$ cat config.mk
export PLATFORM = sky130hd
export DESIGN_NAME = operand_sequencer
export DESIGN_NICKNAME = d
export VERILOG_FILES = /design/src/rtl/hls_pkg.sv /design/src/rtl/lat_counter.sv /design/src/rtl/operand_sequencer.sv
export SDC_FILE = /design/constraint.sdc
export NUM_CORES = 1
export LEC_CHECK = 0
export CAP_MARGIN = 20
export CORE_MARGIN = 2
export CORE_UTILIZATION = 25
export CTS_BUF_LIST = sky130_fd_sc_hd__clkbuf_16
export CTS_CLUSTER_DIAMETER = 150
export DETAILED_ROUTE_END_ITERATION = 12
export GPL_ROUTABILITY_DRIVEN = 0
export HOLD_SLACK_MARGIN = 0.15
export SYNTH_ARGS = -nofsm -noshare
export SYNTH_HDL_FRONTEND = slang
export SYNTH_SLANG_ARGS = --single-unit
$ cat constraint.sdc
create_clock -name Clk -period 7.5 [get_ports Clk]
set_input_delay 1.5 -clock Clk [delete_from_list [all_inputs] [get_ports Clk]]
set_output_delay 1.5 -clock Clk [all_outputs]
set_load 0.02 [all_outputs]
$ cat src/rtl/hls_pkg.sv
// Shared definitions for the HLS-style operand sequencers: the FSM state
// encoding and the width of the latency down-counter.
package hls_pkg;

  // Width of the wait counter; LATENCY must fit in it (1..15).
  localparam int LAT_W = 4;

  // Number of operand words assembled into one triple.
  localparam int NUM_OPERANDS = 3;

  // Sequencer states. The LOAD states double as the operand slot index,
  // so their encodings must stay 0, 1, 2.
  typedef enum logic [2:0] {
    LOAD_A = 3'd0,
    LOAD_B = 3'd1,
    LOAD_C = 3'd2,
    WAIT   = 3'd3,
    RESULT = 3'd4
  } state_t;

  // True in the states that take operand words from the input port.
  function automatic logic is_load_state(input state_t s);
    return (s == LOAD_A) || (s == LOAD_B) || (s == LOAD_C);
  endfunction

endpackage

$ cat src/rtl/lat_counter.sv
// Loadable down-counter with a zero flag. Counts the cycles the attached
// datapath needs before its registered outputs are valid.
module lat_counter
  import hls_pkg::*;
(
  input  logic             Clk,
  input  logic             Rst,
  input  logic             clr,
  input  logic             load,
  input  logic [LAT_W-1:0] load_val,
  input  logic             dec,
  output logic [LAT_W-1:0] count,
  output logic             zero
);

  // Count register: flush beats load, load beats decrement; never wraps below 0.
  always_ff @(posedge Clk or posedge Rst) begin
    if (Rst) begin
      count <= '0;
    end else if (clr) begin
      count <= '0;
    end else if (load) begin
      count <= load_val;
    end else if (dec && (count != '0)) begin
      count <= count - 1'b1;
    end
  end

  assign zero = (count == '0);

endmodule

$ cat src/rtl/operand_sequencer.sv
// Feeds (a, b, c) operand triples to a registered arithmetic datapath and
// collects its x/z results. Words arrive serially on a valid/ready port,
// the triple is held while the datapath computes, and the results are
// presented on a valid/ready output port. One triple in flight at a time.
module operand_sequencer
  import hls_pkg::*;
#(
  parameter int DATAWIDTH = 32,
  parameter int LATENCY   = 1
) (
  input  logic                 Clk,
  input  logic                 Rst,
  input  logic                 clr,
  input  logic [DATAWIDTH-1:0] in_data,
  input  logic                 in_valid,
  output logic                 in_ready,
  output logic [DATAWIDTH-1:0] a,
  output logic [DATAWIDTH-1:0] b,
  output logic [DATAWIDTH-1:0] c,
  input  logic [DATAWIDTH-1:0] x_in,
  input  logic [DATAWIDTH-1:0] z_in,
  output logic [DATAWIDTH-1:0] x_out,
  output logic [DATAWIDTH-1:0] z_out,
  output logic                 out_valid,
  input  logic                 out_ready,
  output logic                 busy
);

  // Value loaded into the wait counter when c is accepted.
  localparam logic [LAT_W-1:0] LAT_LOAD = LAT_W'(LATENCY);

  state_t state_reg;
  state_t state_next;

  logic [DATAWIDTH-1:0] opnd_reg [NUM_OPERANDS];
  logic [DATAWIDTH-1:0] x_reg;
  logic [DATAWIDTH-1:0] z_reg;
  logic                 out_valid_reg;

  logic             accept;
  logic             capture;
  logic             take;
  logic             wcnt_load;
  logic             wcnt_dec;
  logic             wcnt_zero;
  logic [LAT_W-1:0] wcnt;

  // Handshake qualifiers. Ready is suppressed during a flush and while the
  // asynchronous reset is held so no word is counted as taken then.
  assign in_ready  = is_load_state(state_reg) && !clr && !Rst;
  assign accept    = in_valid && in_ready;
  assign capture   = (state_reg == WAIT) && wcnt_zero && !clr;
  assign take      = (state_reg == RESULT) && out_ready && !clr;
  assign wcnt_load = accept && (state_reg == LOAD_C);
  assign wcnt_dec  = (state_reg == WAIT) && !wcnt_zero;

  // Wait counter: holds off the capture until the datapath register chain
  // has been refilled from the new operands.
  lat_counter u_lat_counter (
    .Clk      (Clk),
    .Rst      (Rst),
    .clr      (clr),
    .load     (wcnt_load),
    .load_val (LAT_LOAD),
    .dec      (wcnt_dec),
    .count    (wcnt),
    .zero     (wcnt_zero)
  );

  // State register.
  always_ff @(posedge Clk or posedge Rst) begin
    if (Rst) begin
      state_reg <= LOAD_A;
    end else begin
      state_reg <= state_next;
    end
  end

  // Next-state logic; a flush overrides every handshake.
  always_comb begin
    state_next = state_reg;
    if (clr) begin
      state_next = LOAD_A;
    end else begin
      case (state_reg)
        LOAD_A:  if (accept)    state_next = LOAD_B;
        LOAD_B:  if (accept)    state_next = LOAD_C;
        LOAD_C:  if (accept)    state_next = WAIT;
        WAIT:    if (wcnt_zero) state_next = RESULT;
        RESULT:  if (out_ready) state_next = LOAD_A;
        default:                state_next = LOAD_A;
      endcase
    end
  end

  // Operand slots: slot gi is written only by a word accepted in the LOAD
  // state whose encoding equals gi, and otherwise holds across results.
  for (genvar gi = 0; gi < NUM_OPERANDS; gi++) begin : g_opnd
    always_ff @(posedge Clk or posedge Rst) begin
      if (Rst) begin
        opnd_reg[gi] <= '0;
      end else if (clr) begin
        opnd_reg[gi] <= '0;
      end else if (accept && (state_reg == state_t'(gi))) begin
        opnd_reg[gi] <= in_data;
      end
    end
  end

  assign a = opnd_reg[0];
  assign b = opnd_reg[1];
  assign c = opnd_reg[2];

  // Result buffer: captured once per triple and left untouched by a flush,
  // so a stalled consumer always sees the same values.
  always_ff @(posedge Clk or posedge Rst) begin
    if (Rst) begin
      x_reg <= '0;
      z_reg <= '0;
    end else if (capture) begin
      x_reg <= x_in;
      z_reg <= z_in;
    end
  end

  // Output valid flag: set on capture, cleared on consumption or flush.
  always_ff @(posedge Clk or posedge Rst) begin
    if (Rst) begin
      out_valid_reg <= 1'b0;
    end else if (clr) begin
      out_valid_reg <= 1'b0;
    end else if (capture) begin
      out_valid_reg <= 1'b1;
    end else if (take) begin
      out_valid_reg <= 1'b0;
    end
  end

  assign x_out     = x_reg;
  assign z_out     = z_reg;
  assign out_valid = out_valid_reg;
  assign busy      = (state_reg != LOAD_A);

endmodule

==> results.json <==
{
  "fin_ws_ns": 2.506,
  "timing.critical_path.to": "in_ready",
  "yosysUniqueCellTypes": 34,
  "cts-htree-levels": 4,
  "critical_path.max_stage_delay_ns": 0.62,
  "drt_iter0_drc": 477,
  "syn_nets": 716,
  "irDropWorstVdd_v": 0.0001302,
  "critical_path_class": "input port to output pin",
  "io_buffers": 263,
  "postCtsSetupBuffers": 0,
  "grt_usage": 0.1377,
  "fmax_ghz": 0.2003,
  "cts_buffer_depth": 2,
  "maxCapViolations": 0,
  "pre_cts_slack_ns": 2.388,
  "cts_resized": 0,
  "worst-path-stages": 4,
  "hold_violations": 0,
  "vias": 5320,
  "holdCritStartpoint": "z_out[11]",
  "final.period_utilization": 0.6658,
  "slew_headroom": 0.2780,
  "async_reset_ff_frac": 1.000,
  "dieArea_um2": 28120,
  "status": "complete, no violations",
  "mostFrequentLayoutCell": "clkdlybuf4s50_1",
  "coreArea_um2": 26210,
  "multi_input_area_um2": 2291,
  "grt_pass1_wl_um": 30870,
  "clock_latency_ns": 0.43,
  "ff2ff_setup_slack_ns": 5.31,
  "syn_area_um2": 6698,
  "cts_tree": "yes",
  "synth_flop_cell": "dfrtp_1",
  "r2r_end": "x_out[0]",
  "start_util": 0.2556,
  "grt_pass1_vias": 5579,
  "layout_common_cells": "262 x clkdlybuf4s50_1, 195 x nand2_1, 168 x dfrtp_1",
  "power_density_nw_per_um2": 256.0,
  "die_w_um": 167.7,
  "r2r_start": "state_reg[2]",
  "grt.overflow.total": 0,
  "syn_avg_cell_area_um2": 10.93,
  "clk_pin_slew_ns": 0.06,
  "synth_enable_flop_cells": 0,
  "ios": 264,
  "crit_path_start_kind": "input port",
  "vias_per_cell": 4.408,
  "clock-sinks": 168,
  "drc": 0,
  "skew_ns": 0.01348,
  "reg2reg_depth": 4,
  "drt-total-wl_um": 19110,
  "wl_per_cell_um": 15.83,
  "syn_to_final_growth_pct": 52.21,
  "cp_common_cell": "clkdlybuf4s50_1",
  "min_period_ns": 4.994,
  "seqCellArea_um2": 4204,
  "synthCells": 613,
  "hold_depth": 1,
  "final.fill_count": 2586,
  "dr.pass1.iters": 4,
  "rsz0062_at_grt": "false",
  "timing.setup.tns_ns": 0,
  "finalMaxSlewViolations": 0,
  "cp-end-kind": "output pin",
  "arrival_ns": 3.49,
  "antenna_found_initial": 0,
  "leakagePower_uw": 0.004255,
  "crit_buf_inv": 3,
  "antenna_cells": 0,
  "fp.dieH_um": 167.7,
  "numCtsBuffers": 17,
  "grt_max_degree": 99,
  "critPathTopFamily": "buffers and inverters",
  "setup_viol": 0,
  "ant_nets": 0,
  "nets": 962,
  "ys_seq_area_frac": 0.6277,
  "cp-startpoint": "Rst",
  "tightest_slew_ns": 1.083,
  "hold_class": "flip-flop to flip-flop",
  "clockRootBuffer": "clkbuf_16",
  "ys_seq_elements": 168,
  "crit_fanout": 98,
  "cp_cell_sequence": "clkdlybuf4s50_1 > inv_6 > and3_1 > clkdlybuf4s50_1",
  "drive_gt1_frac": 0.1296,
  "crit_slowest_cell": "inv_6",
  "synth_warnings": 0,
  "ctsHoldBuffers": 0,
  "rows": 59,
  "crit_required_ns": 6.00,
  "dp_hpwl_um": 12520
}
[through the flow]
step                hold WS (ns)  area [um^2]  utilization  total power, uW  std cells
CTS                       0.5082        10190       0.3890             2652       1207
global placement          0.4861         9624       0.3672             1761       1175
detailed placement        0.4917         9624       0.3672             1766       1175
finish                    0.5045        10190       0.3890             2610       1207
global route              0.5168        10190       0.3890             2739       1207
floorplan                 0.5454         6698            -             1408        613
[Yosys cell counts, types with 2 or more instances]
library cell	number	area, um^2
a21oi_1	97	485.5
buf_2	14	70.07
buf_6	4	45.04
clkbuf_1	25	93.84
dfrtp_1	168	4204
ha_1	2	25.02
inv_1	4	15.01
mux2_2	65	732.0
nand2_1	195	732.0
nand2b_1	3	18.77
nor2_1	3	11.26
nor3_1	4	20.02
nor4_1	2	12.51
o21ai_0	2	10.01
or3_1	3	18.77
xnor2_1	4	35.03
[area by class of cell]
| type | instances | area share |
|---|---|---|
| clock buffers | 17 | 0.04173 |
| repair buffers | 271 | 0.2639 |
| clock inverters | 15 | 0.01424 |
| well taps | 335 | 0.04111 |
| multi-input cells | 397 | 0.2247 |
| inverters | 4 | 0.001964 |
| flip-flops and latches | 168 | 0.4124 |
[how the worst min path moves through the flow]
stage | to | slack [ns]
5_1_grt | z_out[13] | 0.52
4_1_cts | z_out[31] | 0.51
2_1_floorplan | u_lat_counter.count[3] | 0.55
3_3_place_gp | x_out[24] | 0.49
6_report | z_out[11] | 0.50
3_5_place_dp | z_out[31] | 0.49
[logic make-up after synthesis]
family | share of synthesized area
buffers and inverters | 0.03456
XOR/XNOR | 0.005230
AO/OA/AOI/OAI | 0.07996
multiplexers | 0.1093
AND/OR/NAND/NOR | 0.1395
adder cells (fa/ha/maj) | 0.003736
flip-flops | 0.6277
[routing by layer]
metal	routed length (um)	vias to the layer above	global-route usage	part of all wire
met1	8390	2609	0.1753	0.44
met5	0	-	0	0
met3	1733	5	0.05861	0.091
li1	-	2512	-	-
met2	8884	194	0.2196	0.46
met4	99	0	0.02836	0.0052
[where the power goes]
part | total [uW] | internal (uW) | switching [uW]
Clock | 866 | 466 | 401
Sequential | 1090 | 1030 | 65.5
Combinational | 651 | 342 | 308
Total | 2610 | 1840 | 775
(Power assumes the default switching activity.)
==> RTL change (same settings) <==
Set the package constant `NUM_OPERANDS` to 5 (it was 3).
--- a/src/rtl/hls_pkg.sv
+++ b/src/rtl/hls_pkg.sv
@@ -8,3 +8,3 @@
   // Number of operand words assembled into one triple.
-  localparam int NUM_OPERANDS = 3;
+  localparam int NUM_OPERANDS = 5;
 
Behaviour: unchanged (Yosys induction, for registers that start in step).
==> RTL change against the unedited design <==
Total power rose by 11%. Synthesized area is essentially flat. Count of clock-buffer cells in the layout is the same. Highest routed layer unchanged. Routed wire length increased by 4.0%. First-iteration DRC count is 25% lower. Worst hold slack got worse by 0.014 ns. Synthesized cell count fell by 0.16%. Cell area shrank 0.26%. Setup slack gained 0.58 ns. Sequential share of layout area grew 0.11 points. Via count down 1.2%. Non-clock buffer count is 4 lower. Sequential cell count is the same.
==> RTL change: results (changes against the unedited design) <==
[run_status]
run_status = complete, no violations

[pwr]
peakVddDrop_mv = 0.131  ; +0.84%
power_leakage_nw = 4.30  ; +1.1%

[yosys]
ys_seq_area_share_pct = 62.8  ; about the same
synthDistinctLibCells = 36  ; +5.9%
syn-num-nets = 715  ; -0.14%
ys_top_cells_by_count = 196 x nand2_1, 168 x dfrtp_1, 98 x a21oi_1

[routing]
wl_mm = 19.9  ; +4.0%
drtIter0Drc = 358  ; -25%
route.met2.wl_mm = 9.38  ; +5.6%
dr_wl_met3_mm = 1.58  ; -8.7%

[placement]
hpwl_mm = 13.3  ; +5.8%
placed_cell_area_um2 = 9580  ; -0.51%

[setup_path]
worstReg2RegEnd = x_out[13]
slowest_delay_ns = 0.64  ; +0.02 ns
r2r_start = u_lat_counter.count[0]
regToRegSetupSlack_ns = 4.88  ; -0.43 ns

[finish]
nets = 959  ; -0.31%
nFillCells = 2584  ; -0.077%

[sta]
worst_pin_slew_ns = 0.969  ; -0.114 ns
finClkSkew_ns = 0.0101  ; -0.00338 ns

[grt]
grt_pass1_vias = 5432  ; -2.6%
grt_max_degree = 104  ; +5.1%
gr-usage-all-layers_pct = 14.2  ; +0.47 points

[hold_path]
min_from = z_out[23]
holdPathEnd = z_out[23]

RTL change: cell types whose count changed in the layout (fill, tap and decap cells not counted), moves of 3 or more:
cell,unedited run,this run
mux2_1,0,65
clkinvlp_4,5,1
mux2_2,65,0
nor3_1,4,1
buf_4,9,5
and4_2,0,3
nor2_1,3,7
RTL change: per-stage QoR:
stage	cells	util [%]	worst slack, ns	power (mW)	hold WS (ns)
after floorplan	612	-	1.07	1.57	0.510
after global placement	1172	36.5	3.09	2.04	0.474
after detailed placement	1172	36.5	3.04	2.05	0.481
after CTS	1204	38.8	3.08	2.96	0.496
final	1204	38.8	3.09	2.91	0.490
after global routing	1204	38.8	2.99	3.05	0.502
RTL change: cell families (layout without fill, tap and decap cells):
logic type,after synthesis,count (layout),share of synthesized area [%]
and+or+nand+nor,226,226,14.3
adders and majority gates,2,2,0.373
xor gates and xnor gates,4,4,0.523
muxes,65,65,10.9
AOI/OAI and AO/OA,102,102,7.73
DFF,168,168,62.8
buffers and inverters,45,302,3.36
RTL change: final cells by class:
cell class	instances	area share [%]
inverter	3	0.160
sequential	168	41.3
multi-input combinational	399	22.4
clock inverter	15	1.65
tap	335	4.12
clock buffer	17	4.18
timing repair buffer	267	26.2
RTL change: metal layers:
metal	vias to the layer above	track usage, %
li1	2510	-
met1	2533	18.0
met2	199	23.1
met3	16	5.25
met4	0	3.93
met5	-	0
RTL change: worst max-delay path, delay by kind of cell:
kind                   cells  cell delay [ns]
buffers and inverters      2             1.17
AND/OR/NAND/NOR            1             0.23
RTL change: where the power goes:
group | total, mW | leakage, nW | internal, mW | switching, mW
Clock | 0.896 | 0.291 | 0.500 | 0.396
Sequential | 1.17 | 2.29 | 1.08 | 0.0879
Combinational | 0.848 | 1.72 | 0.432 | 0.416
Total | 2.91 | 4.30 | 2.01 | 0.900
